File: src/rtl/blur_pkg.sv
// rtl/blur_pkg.sv - shared states, default geometry and counter widths for the blur frame controller
package blur_pkg;

  localparam int IMG_W_DEF      = 640;
  localparam int IMG_H_DEF      = 480;
  localparam int FILL_SLACK_DEF = 64;

  localparam int CNT_W  = 19;
  localparam int FILL_W = 12;
  localparam int X_W    = 10;
  localparam int Y_W    = 9;

  typedef enum logic [2:0] {
    ST_IDLE  = 3'd0,
    ST_FILL  = 3'd1,
    ST_RUN   = 3'd2,
    ST_DRAIN = 3'd3,
    ST_DONE  = 3'd4
  } blur_state_e;

  // Pixel count of a frame, sized to the in/out counters.
  function automatic logic [CNT_W-1:0] frame_pix(input int w, input int h);
    return CNT_W'(w * h);
  endfunction

endpackage

File: src/rtl/blur_xy_counter.sv
// rtl/blur_xy_counter.sv - raster x/y generator: x wraps at IMG_W-1 and carries into y
module blur_xy_counter
  import blur_pkg::*;
#(
  parameter int IMG_W = IMG_W_DEF
) (
  input  logic           clk,
  input  logic           rst_n,
  input  logic           clear,
  input  logic           inc,
  output logic [X_W-1:0] x,
  output logic [Y_W-1:0] y
);

  localparam logic [X_W-1:0] X_LAST = X_W'(IMG_W - 1);

  always_ff @(posedge clk) begin
    if (!rst_n || clear) begin
      x <= '0;
      y <= '0;
    end else if (inc) begin
      if (x == X_LAST) begin
        x <= '0;
        y <= y + 1'b1;
      end else begin
        x <= x + 1'b1;
      end
    end
  end

endmodule

File: src/rtl/blur_frame_ctrl.sv
// rtl/blur_frame_ctrl.sv - frame sequencer for blur_5x5: fill, run, zero-padded drain, coordinate output
// Defining BLUR_CYCLE_CNT_EN adds the cycle_cnt port (busy cycles of the last frame).
module blur_frame_ctrl
  import blur_pkg::*;
#(
  parameter int IMG_W      = IMG_W_DEF,
  parameter int IMG_H      = IMG_H_DEF,
  parameter int FILL_LAT   = 2 * IMG_W + 2,
  parameter int FILL_SLACK = FILL_SLACK_DEF
) (
  input  logic           clk,
  input  logic           rst_n,
  input  logic           start,
  input  logic           in_valid,
  output logic           in_ready,
  input  logic [7:0]     in_r,
  input  logic [7:0]     in_g,
  input  logic [7:0]     in_b,
  output logic           blur_en,
  output logic [7:0]     blur_r,
  output logic [7:0]     blur_g,
  output logic [7:0]     blur_b,
  input  logic           blur_rd_flag,
  input  logic [7:0]     blur_r_out,
  input  logic [7:0]     blur_g_out,
  input  logic [7:0]     blur_b_out,
  output logic           out_valid,
  output logic [7:0]     out_r,
  output logic [7:0]     out_g,
  output logic [7:0]     out_b,
  output logic [X_W-1:0] out_x,
  output logic [Y_W-1:0] out_y,
  output logic           busy,
  output logic           done,
  output logic           error
`ifdef BLUR_CYCLE_CNT_EN
  ,
  output logic [31:0]    cycle_cnt
`endif
);

  localparam logic [CNT_W-1:0]  FRAME      = frame_pix(IMG_W, IMG_H);
  localparam logic [CNT_W-1:0]  FRAME_M1   = FRAME - 1'b1;
  localparam logic [FILL_W-1:0] FILL_LIMIT = FILL_W'(FILL_LAT + FILL_SLACK);
  localparam logic [FILL_W-1:0] FILL_MAX   = '1;

  blur_state_e state, state_nxt;

  logic [CNT_W-1:0]  in_cnt;
  logic [CNT_W-1:0]  out_cnt;
  logic [FILL_W-1:0] fill_cnt;
  logic [X_W-1:0]    next_x;
  logic [Y_W-1:0]    next_y;

  logic start_ok;
  logic in_phase;
  logic fill_timeout;
  logic accept;
  logic capture;
  logic last_out;
  logic in_exhausted;

  always_comb begin
    start_ok     = 1'b0;
    in_phase     = 1'b0;
    fill_timeout = 1'b0;
    in_ready     = 1'b0;
    accept       = 1'b0;
    blur_en      = 1'b0;
    blur_r       = '0;
    blur_g       = '0;
    blur_b       = '0;
    capture      = 1'b0;
    last_out     = 1'b0;
    in_exhausted = 1'b0;
    busy         = (state != ST_IDLE);
    done         = (state == ST_DONE);
    state_nxt    = state;

    start_ok     = (state == ST_IDLE) && start;
    in_phase     = (state == ST_FILL) || (state == ST_RUN);
    fill_timeout = (state == ST_FILL) && (fill_cnt > FILL_LIMIT);
    // The timeout cycle stops accepting so the advance count at error is exact.
    in_ready     = in_phase && (in_cnt < FRAME) && !fill_timeout;
    accept       = in_ready && in_valid;
    blur_en      = accept || (state == ST_DRAIN);
    if (in_phase) begin
      blur_r = in_r;
      blur_g = in_g;
      blur_b = in_b;
    end
    capture      = blur_en && blur_rd_flag && (out_cnt < FRAME);
    last_out     = capture && (out_cnt == FRAME_M1);
    in_exhausted = (in_cnt == FRAME) || (accept && (in_cnt == FRAME_M1));

    unique case (state)
      ST_IDLE:  if (start) state_nxt = ST_FILL;
      ST_FILL: begin
        if (fill_timeout || last_out) state_nxt = ST_DONE;
        else if (capture)             state_nxt = ST_RUN;
      end
      ST_RUN: begin
        if (last_out)          state_nxt = ST_DONE;
        else if (in_exhausted) state_nxt = ST_DRAIN;
      end
      ST_DRAIN: if (last_out) state_nxt = ST_DONE;
      ST_DONE:  state_nxt = ST_IDLE;
      default:  state_nxt = ST_IDLE;
    endcase
  end

  always_ff @(posedge clk) begin
    if (!rst_n) state <= ST_IDLE;
    else        state <= state_nxt;
  end

  always_ff @(posedge clk) begin
    if (!rst_n) begin
      in_cnt    <= '0;
      out_cnt   <= '0;
      fill_cnt  <= '0;
      error     <= 1'b0;
      out_valid <= 1'b0;
      out_r     <= '0;
      out_g     <= '0;
      out_b     <= '0;
      out_x     <= '0;
      out_y     <= '0;
    end else begin
      out_valid <= capture;
      if (start_ok) begin
        in_cnt   <= '0;
        out_cnt  <= '0;
        fill_cnt <= '0;
        error    <= 1'b0;
      end else begin
        if (accept) in_cnt <= in_cnt + 1'b1;
        if (capture) begin
          out_cnt <= out_cnt + 1'b1;
          out_r   <= blur_r_out;
          out_g   <= blur_g_out;
          out_b   <= blur_b_out;
          out_x   <= next_x;
          out_y   <= next_y;
        end
        if ((state == ST_FILL) && blur_en && (fill_cnt != FILL_MAX)) fill_cnt <= fill_cnt + 1'b1;
        if (fill_timeout) error <= 1'b1;
      end
    end
  end

  // Holds the coordinate that the next captured pixel will carry.
  blur_xy_counter #(
    .IMG_W (IMG_W)
  ) u_xy (
    .clk   (clk),
    .rst_n (rst_n),
    .clear (start_ok),
    .inc   (capture),
    .x     (next_x),
    .y     (next_y)
  );

`ifdef BLUR_CYCLE_CNT_EN
  always_ff @(posedge clk) begin
    if (!rst_n)        cycle_cnt <= '0;
    else if (start_ok) cycle_cnt <= '0;
    else if (busy)     cycle_cnt <= cycle_cnt + 1'b1;
  end
`endif

endmodule

File: config.mk
export PLATFORM = sky130hd
export DESIGN_NAME = blur_frame_ctrl
export DESIGN_NICKNAME = d
export VERILOG_FILES = /design/src/rtl/blur_pkg.sv /design/src/rtl/blur_xy_counter.sv /design/src/rtl/blur_frame_ctrl.sv
export SDC_FILE = /design/constraint.sdc
export NUM_CORES = 1
export LEC_CHECK = 0
export ABC_AREA = 1
export CAP_MARGIN = 20
export CORE_MARGIN = 2
export CORE_UTILIZATION = 55
export DETAILED_ROUTE_END_ITERATION = 6
export PLACE_DENSITY = 0.86
export SKIP_CTS_REPAIR_TIMING = 1
export SYNTH_ARGS = -nofsm -noshare
export SYNTH_HDL_FRONTEND = slang
export SYNTH_SLANG_ARGS = --single-unit
File: constraint.sdc
create_clock -name clk -period 3.8 [get_ports clk]
set_input_delay 1.14 -clock clk [delete_from_list [all_inputs] [get_ports clk]]
set_output_delay 1.14 -clock clk [all_outputs]
set_load 0.01 [all_outputs]
# Yosys cells after proc, flatten, opt, wreduce, memory -nomap -nowiden
# Index checks and enable logic that the tools add are counted.
totals:
  register_bits: 117
  latch_bits: 0
  ramBits: 0
  rom_bits: 0
  in_bits: 53
  out_inout_bits: 73
  wordCells: 71
  n_memories: 0
op_classes:
  add_sub_neg: 5
  mul: 0
  n_div: 0
  order_cmp: 3
  eq_ne: 13
  shift: 0
  n_mux: 11
  bitwise: 2
  n_reduce_logical: 24
ops:
  columns: ["op", "n"]
  rows:
  - ["$eq A19 B19 Y1 const B", 3]
  - ["$add A19 B1 Y19 const B", 2]
  - ["$lt A19 B19 Y1 const B", 2]
  - ["$mux W8", 3]
  - ["$mux W3", 6]
  - ["$add A12 B1 Y12 const B", 1]
  - ["$gt A12 B11 Y1 const B", 1]
  - ["$ne A12 B12 Y1 const B", 1]
  - ["$pmux W3 S4", 1]
  - ["$logic_and A1 B1 Y1", 11]
  - ["$add A10 B1 Y10 const B", 1]
  - ["$eq A10 B10 Y1 const B", 1]
  - ["$mux W10", 1]
  - ["$add A9 B1 Y9 const B", 1]
  - ["$eq A3 B2 Y1 const B", 2]
  - ["$ne A3 B3 Y1 const B", 2]
  - ["$logic_or A1 B1 Y1", 5]
  - ["$ne A2 B2 Y1 const B", 2]
  - ["$reduce_and A2 Y1", 2]
  - ["$reduce_and A4 Y1", 1]
  - ["$eq A3 B1 Y1 const B", 1]
  - ["$eq A3 B3 Y1 const B", 1]
  - ["$logic_not A3 Y1", 1]
  - ["$reduce_bool A3 Y1", 1]
  - ["other kinds (3)", 5]

# Depth between registers and ports, before layout
# Gate-level depths: netlist of run 1.
logic_depth:
  word_depth: 12
  depth_mapped: 17
  ltp_nobuf: 17

# By module
# From an unflattened synthesis of run 1, not the netlist that was laid out.
unflattened:
  cells_unflattened: 837
  hier_area_um2: 5677.9
by_module_without_submodules:
  columns: ["module", "instances", "cells_per_inst", "area_each_um2", "seq_area_each_um2"]
  rows:
  - ["blur_frame_ctrl", 1, 686, 4687.0, 1961.9]
  - ["blur_xy_counter", 1, 151, 991.0, 380.4]

# Least setup slack after synthesis of run 1
# Ideal clock, no wire load.
synth_timing:
  path_type: "in2out"
  start: "in in_valid"
  end: "out blur_en"
  t_arrival_ns: 1.351
  required_time_ns: 2.660
  setup_slack_ns: 1.309
  stages: 2
  n_path_buf: 0
  path_cell_list: "nand3_4 nand2_2"
synth_via:
  elab_chain_len: 2
synth_rtl:
  columns: ["item", "line", "source"]
  rows:
  - ["start: declaration", "blur_frame_ctrl.sv:14", "input logic in_valid,"]
  - ["$logic_and A1 B1 Y1", "blur_frame_ctrl.sv:85", "accept = in_ready && in_valid;"]
  - ["$logic_or A1 B1 Y1", "blur_frame_ctrl.sv:86", "blur_en = accept || (state == ST_DRAIN);"]
  - ["end: declaration", "blur_frame_ctrl.sv:19", "output logic blur_en,"]
# No other way between the ends.

# Final worst setup path of run 1
layout_timing:
  start: "reg state[2]"
  end: "out blur_b[7]"
layout_via:
  elab_chain_len: 3
  word_cells_on_any_way: 4
  classes_between: "eq/ne: 2; mux: 1; reduce/logical: 1"
layout_rtl:
  columns: ["item", "line", "source"]
  rows:
  - ["start: declaration", "blur_frame_ctrl.sv:47", "blur_state_e state, state_nxt;"]
  - ["start signal: assignment", "blur_frame_ctrl.sv:114", "else state <= state_nxt;"]
  - ["$eq A3 B1 Y1 / $eq A3 B2 Y1 (equally long branches)", "blur_frame_ctrl.sv:81", "in_phase = (state == ST_FILL) || (state == ST_RUN);"]
  - ["$logic_or A1 B1 Y1 (*)", "blur_frame_ctrl.sv:81", null]
  - ["$mux W8 (*)", "blur_frame_ctrl.sv:87", "if (in_phase) begin"]
  - ["end: declaration", "blur_frame_ctrl.sv:22", "output logic [7:0] blur_b,"]
# Mark *: on every way between the ends. The rest lies on a longest branch, timed or not.

==> summary.md, run 1 <==
| Metric | Value |
|---|---|
| Initial Utilization | `0.570` |
| Worst-Margin Slew | `0.681 ns` |
| Post-synthesis simple-gate area fraction | `0.298` |
| DIE WIDTH | `105 microns` |
| Clk sink count | `117` |
| Seq pwr share | `0.357` |
| Largest net degree at the start of global routing | `47` |
| Routed len/inst | `13.1 microns` |
| Critical path, cell by cell | `inv_1, nand3_1, nand2_1, inv_1, nor2_1, clkdlybuf4s50_1` |
| Arrival time at the worst endpoint | `2.48 ns` |
| First-pass DRT Iterations | `5` |
| Vias in the first global route | `5,344` |
| Post-Syn Instances | `823` |
| Mapped Area | `5620 sq um` |
| Port buffer count | `125` |
| Die Y-Extent | `105 microns` |
| Post-synthesis sequential area ratio | `0.417` |
| Synthesis-to-finish area growth | `34.0%` |
| Synth Net Count | `883` |
| CTS buffer count | `17` |
| CP Max Fanout | `24` |
| Final period utilization | `0.952` |
| Antenna fix cells | `0` |
| Clock transition at the registers of the reported paths | `0.05 ns` |
| Layout Cells excl Fill | `1,089` |
| Most used cell along the critical path | `inv_1` |
| Top_reg_cell synth | `dfxtp_1` |
| Mux cell area share after synthesis | `0` |
| HP Class | `flip-flop to flip-flop` |
| Synth async-reset ratio | `0` |
| Core region area | `9860 sq um` |
| Xor/xnor share of the synthesized area | `0.0281` |
| Drt via density | `5.26` |
| Max IR drop VDD | `0.000350 V` |
| Net count, final | `1,005` |
| GRT Residual Overflow | `0` |
| Share of cells above drive strength 1 | `0.0596` |
| Detailed Place HPWL | `9.75 mm` |
| RePlAce Congestion | `0.907` |
| Area post-placement | `6980 sq um` |
| Initial DRC count | `341` |
| Overall routing resource usage | `0.265` |
| Distinct cells, synth | `32` |
| Max-cap violations | `0` |
| CTS max path bufs | `2` |
| Final hold viol count | `0` |
| CP required | `2.66 ns` |
| Sw Share | `0.298` |
| Root buffer cell | `clkbuf_8` |
| Post-synthesis adder-cell area fraction | `0.0156` |
| Vias | `5,728` |
| Clock Skew | `0.00665 ns` |
| Min Tclk post-route | `3.62 ns` |
| Max incr delay on CP | `0.52 ns` |
| Final max-slew violation count | `0` |
| Antenna violations before repair | `0` |
| DRC Markers | `0` |
| Crit Path Class | `flip-flop to output port` |
| Yosys synthesis warning count | `0` |
| Clock power frac | `0.360` |
| Pwr dens | `539 nW/um^2` |
| WL final | `14.3 mm` |
| Die area | `11,000 sq um` |
| Worst slew margin | `0.545` |
| CP Capture Type | `output port` |
| P_sw | `0.00121 W` |
| RSZ-0062 raised after global routing | `false` |
| Max Freq | `276 MHz` |
| Setup violators final | `0` |
| CP max-delay cell | `clkdlybuf4s50_1` |
| Leak | `2.89 nW` |
| Status | `finished clean` |
| Antenna Nets Post-Route | `0` |
| EDFF count, synth | `0` |
| Type of origin of the critical path | `flip-flop` |
| H-Tree Depth | `4` |
| Total negative setup slack | `0 ns` |
| Final instance area | `7530 sq um` |
| Dpl cells | `1,059` |
| Row cnt | `36` |
| I/O pins | `126` |
| Clk_lat worst skew | `0.52 ns` |
| TritonCTS clock tree | `yes` |
| Internal Power | `0.00285 W` |
| Mean Syn Cell Area | `6.83 sq um` |
| First-pass GRT wire length | `24.1 mm` |
| Largest family of logic cells by synthesized area | `simple AND/OR/NAND/NOR gates` |
| Post-synthesis compound-gate area fraction | `0.139` |
| Register bit total from synthesis | `117` |
| Part of the power in combinational logic | `0.283` |
power groups by stage:
stage / clock, W / sequential, W / combinational, W
detailed placement: 0 / 0.00147 / 0.00114
finish: 0.00146 / 0.00145 / 0.00115
CTS: 0.00148 / 0.00145 / 0.00115
floorplan: 0 / 0.00152 / 0.000510
global route: 0.00154 / 0.00146 / 0.00126
global placement: 0 / 0.00146 / 0.00113
area by class of cell:
class | count | area [sq um]
Tap cell | 133 | 166
Multi-Input combinational cell | 556 | 2700
Timing Repair Buffer | 134 | 1320
Inverter | 119 | 447
Sequential cell | 117 | 2340
Clock inverter | 8 | 76.3
Clock buffer | 22 | 473
Fill cell | 707 | 2340
routing by layer:
metal / vias up / wire [microns] / GRT usage
met5: - / 0 / 0
met4: 0 / 293 / 0.102
met3: 37 / 787 / 0.0605
met2: 184 / 6920 / 0.455
met1: 2616 / 6260 / 0.322
li1: 2891 / - / -
registers in the layout, indices dropped and copies added, names as in the netlist:
name	cells
error	1
fill_cnt	12
in_cnt	19
out_b	8
out_cnt	19
out_g	8
out_r	8
out_valid	1
out_x	10
out_y	9
state	3
u_xy.x	10
u_xy.y	9
final timing paths:
path / end / startpoint / cells past startpoint / slack (ns)
worst max register to register: u_xy.y[6]$_SDFFE_PP0P_ / fill_cnt[0]$_SDFFE_PP0P_ / 15 / 1.16
worst min register to register: fill_cnt[11]$_SDFFE_PP0P_ / fill_cnt[11]$_SDFFE_PP0P_ / 2 / 0.46
worst min-delay path: fill_cnt[11]$_SDFFE_PP0P_ / fill_cnt[11]$_SDFFE_PP0P_ / 2 / 0.46
worst max-delay path: blur_b[7] / state[2]$_SDFFE_PN0P_ / 6 / 0.18
cells in the final DEF (no fill, tap or decap), types with 2 or more instances in the layout:
cell             synthesis  routed
a21oi_1                 68      68
and3_1                   3       3
buf_4                    1       9
clkbuf_16                0      16
clkbuf_8                 0       5
clkdlybuf4s50_1          0     125
clkinv_2                 0       3
clkinvlp_4               0       3
dfxtp_1                117     117
ha_1                     7       7
inv_1                  112     112
inv_2                    7       7
nand2_1                129     129
nand2_2                  3       3
nand3_1                 20      20
nand4_1                 21      21
nor2_1                 143     143
nor2_2                   3       3
nor3_1                  40      40
nor3_4                   2       2
nor3b_1                  6       6
nor4_1                  10      10
o211ai_1                 2       2
o21a_1                   3       3
o21ai_0                 68      67
o21ai_1                  4       4
xnor2_1                  7       7
xor2_1                  11      11
metrics by stage:
step / util / power (W) / hold slack (ns) / setup slack [ns]
floorplan: - / 0.00203 / 0.430 / 1.31
global placement: 0.707 / 0.00259 / 0.446 / 0.275
detailed placement: 0.707 / 0.00261 / 0.446 / 0.278
CTS: 0.763 / 0.00408 / 0.468 / 0.152
global route: 0.763 / 0.00426 / 0.496 / 0.0152
finish: 0.763 / 0.00406 / 0.464 / 0.182
worst max-delay path, delay by kind of cell (launching register included):
family / cells / cell delay [ns]
buffers and inverters: 3 / 1.12
AND/OR/NAND/NOR: 3 / 0.39
flip-flops: 1 / 0.44
cells in the mapped netlist, drive strengths merged, types with 3 or more instances:
| cell type | n | area (sq um) |
|---|---|---|
| and3 | 3 | 18.8 |
| xnor2 | 7 | 61.3 |
| o21ai | 72 | 360 |
| nand3 | 21 | 118 |
| nor4 | 10 | 62.6 |
| nor3b | 6 | 45.0 |
| o21a | 3 | 22.5 |
| nor3 | 43 | 243 |
| buf | 11 | 53.8 |
| xor2 | 11 | 96.3 |
| clkbuf | 20 | 75.1 |
| nand2 | 132 | 503 |
| dfxtp | 117 | 2340 |
| nor2 | 146 | 556 |
| ha | 7 | 87.6 |
| nand4 | 21 | 131 |
| inv | 119 | 447 |
| a21oi | 68 | 340 |
cells by family after synthesis:
family / after synthesis
AO/OA/AOI/OAI: 149
XOR/XNOR: 18
adder cells (fa/ha/maj): 7
buffers and inverters: 150
flip-flops: 117
AND/OR/NAND/NOR: 382
Note: power is estimated with default switching activity, not from simulation.
==> run 2, diff against run 1 <==
- ABC_CLOCK_PERIOD_IN_PS: not set -> 3800
- CTS_BUF_LIST: not set -> sky130_fd_sc_hd__clkbuf_4 sky130_fd_sc_hd__clkbuf_8
==> run 2 against run 1 <==
Net effect: cell area is 2.3% lower; die area unchanged; worst hold slack worse by 0.012 ns; routed wire length down 2.0%; core utilization is 1.8 points lower; via count fell by 0.56%; first-iteration DRC count decreased by 15%; non-clock buffer count unchanged; clock skew rose by 0.0035 ns; flip-flop and latch count is the same; clock power down 27%; maximum frequency grew 2.4%; largest power group is now registers.
==> summary.md, run 2 (synthesis results as in run 1) <==
| Metric | Value |
|---|---|
| CP max-delay cell | `clkdlybuf4s50_1` |
| Type of origin of the critical path | `flip-flop` |
| Overall routing resource usage | `0.257` |
| TritonCTS clock tree | `yes` |
| Arrival time at the worst endpoint | `2.39 ns` |
| GRT Residual Overflow | `0` |
| Setup WS post-layout | `0.267 ns` |
| CP delay by family, top | `buffers and inverters` |
| Antenna Nets Post-Route | `0` |
| Core region area | `9860 sq um` |
| Synthesis-to-finish area growth | `30.8%` |
| Initial Utilization | `0.570` |
| Sw Share | `0.316` |
| Status | `finished clean` |
| Dpl cells | `1,059` |
| Clk_lat worst skew | `0.43 ns` |
| Register area | `2340 sq um` |
| Clock transition at the registers of the reported paths | `0.07 ns` |
| Share of cells above drive strength 1 | `0.0607` |
| Final max-slew violation count | `0` |
| Routed len/inst | `12.8 microns` |
| Commonest cells after routing, fill and taps aside | `nor2_1, nand2_1, clkdlybuf4s50_1, dfxtp_1, inv_1` |
| Setup violators final | `0` |
| Max IR drop VDD | `0.000295 V` |
| Pwr dens | `498 nW/um^2` |
| Worst slew margin | `0.547` |
| Leak | `2.82 nW` |
| Buf/Inv on CP | `4` |
| DIE WIDTH | `105 microns` |
| HP Class | `flip-flop to flip-flop` |
| Initial DRC count | `291` |
| CP Max Fanout | `24` |
| First-pass DRT Iterations | `5` |
| Vias in the first global route | `5,241` |
| H-Tree Depth | `4` |
| Part of the power in combinational logic | `0.313` |
| DRC Markers | `0` |
| Clock power frac | `0.292` |
| CP required | `2.66 ns` |
| Row cnt | `36` |
| Clock Skew | `0.0101 ns` |
| Layout Cells excl Fill | `1,089` |
| Internal Power | `0.00250 W` |
| Commonest non-fill, non-tap cell in the layout | `nor2_1` |
| Antenna fix cells | `0` |
| Die area | `11,000 sq um` |
| CP Launch Point | `state[0]$_SDFFE_PN0P_` |
| CP Capture Type | `output port` |
| Detailed Place HPWL | `9.75 mm` |
| CTS buffer count | `17` |
| Multi-input combinational cell area | `2700 sq um` |
| FF-to-FF Start | `fill_cnt[0]$_SDFFE_PP0P_` |
| Hold_sp | `fill_cnt[11]$_SDFFE_PP0P_` |
| Die Y-Extent | `105 microns` |
| Antenna violations before repair | `0` |
| Top flop regs | `in_cnt: 19 flops, out_cnt: 19 flops, fill_cnt: 12 flops` |
| Drt via density | `5.23` |
| Max Freq | `283 MHz` |
| Largest net degree at the start of global routing | `47` |
| Worst-Margin Slew | `0.679 ns` |
| Root buffer cell | `clkbuf_8` |
| Seq pwr share | `0.395` |
| Final period utilization | `0.930` |
| Port buffer count | `125` |
| Vias | `5,696` |
| Clk sink count | `117` |
| Critical path, cell by cell | `inv_2, nor3_4, inv_1, nand2_1, inv_1, nor2_1, clkdlybuf4s50_1` |
| P_sw | `0.00115 W` |
| Fillers | `745` |
| I/O pins | `126` |
| Place WS | `0.278 ns` |
| Total negative setup slack | `0 ns` |
| Final hold viol count | `0` |
| Net count, final | `1,005` |
| Most used cell along the critical path | `inv_1` |
| Crit Path Class | `flip-flop to output port` |
| Min Tclk post-route | `3.53 ns` |
| WL final | `14.0 mm` |
| CTS max path bufs | `2` |
| RSZ-0062 raised after global routing | `false` |
| First-pass GRT wire length | `23.4 mm` |
| Max-cap violations | `0` |
| Max incr delay on CP | `0.58 ns` |
| RePlAce Congestion | `0.907` |
==> run 2: cell counts in the layout (fill, tap and decap cells not counted) <==
No cell type changed its count.
==> run 2: tightest hold or removal path, delay by kind of cell, from the launching register on <==
kind	cells	cell delay (ns)
and+or+nand+nor	1	0.04
DFF	1	0.31
buffers and inverters	1	0.06
==> run 2: power groups by stage <==
stage	registers [W]	clock network [W]	logic, W
after global placement	0.00146	0	0.00113
after floorplan	0.00152	0	0.000510
after CTS	0.00144	0.00108	0.00115
final	0.00144	0.00107	0.00115
after detailed placement	0.00147	0	0.00114
after global routing	0.00146	0.00114	0.00126
==> run 2: path summary, 6_finish.rpt <==
check                           slack (ns)                        end  cells past startpoint
worst max-delay path                  0.27                  blur_b[7]                      7
worst min-delay path                  0.45  fill_cnt[11]$_SDFFE_PP0P_                      2
worst max register to register        1.19     u_xy.y[6]$_SDFFE_PP0P_                     15
worst min register to register        0.45  fill_cnt[11]$_SDFFE_PP0P_                      2
==> run 2: area by class of cell <==
type | instances | share of cell area
multi-input combinational | 556 | 0.368
tap | 133 | 0.0226
timing repair buffer | 134 | 0.179
inverter | 119 | 0.0608
sequential | 117 | 0.319
clock buffer | 22 | 0.0403
clock inverter | 8 | 0.0104
==> run 2: routing by layer <==
metal  vias to the layer above  part of all wire  global-route usage  wire length [microns]
met3                        25             0.055              0.0618                    769
met1                      2593              0.44               0.318                   6220
met5                         -                 0                   0                      0
li1                       2894                 -                   -                      -
met4                         0             0.016              0.0924                    229
met2                       184              0.48               0.434                   6760
==> run 2: stage by stage <==
| step | hold WS (ns) | util | total power [W] | instance area (sq um) |
|---|---|---|---|---|
| global route | 0.500 | 0.745 | 0.00386 | 7350 |
| floorplan | 0.430 | - | 0.00203 | 5620 |
| finish | 0.452 | 0.745 | 0.00366 | 7350 |
| CTS | 0.456 | 0.745 | 0.00367 | 7350 |
| global placement | 0.446 | 0.707 | 0.00259 | 6980 |
| detailed placement | 0.446 | 0.707 | 0.00261 | 6980 |
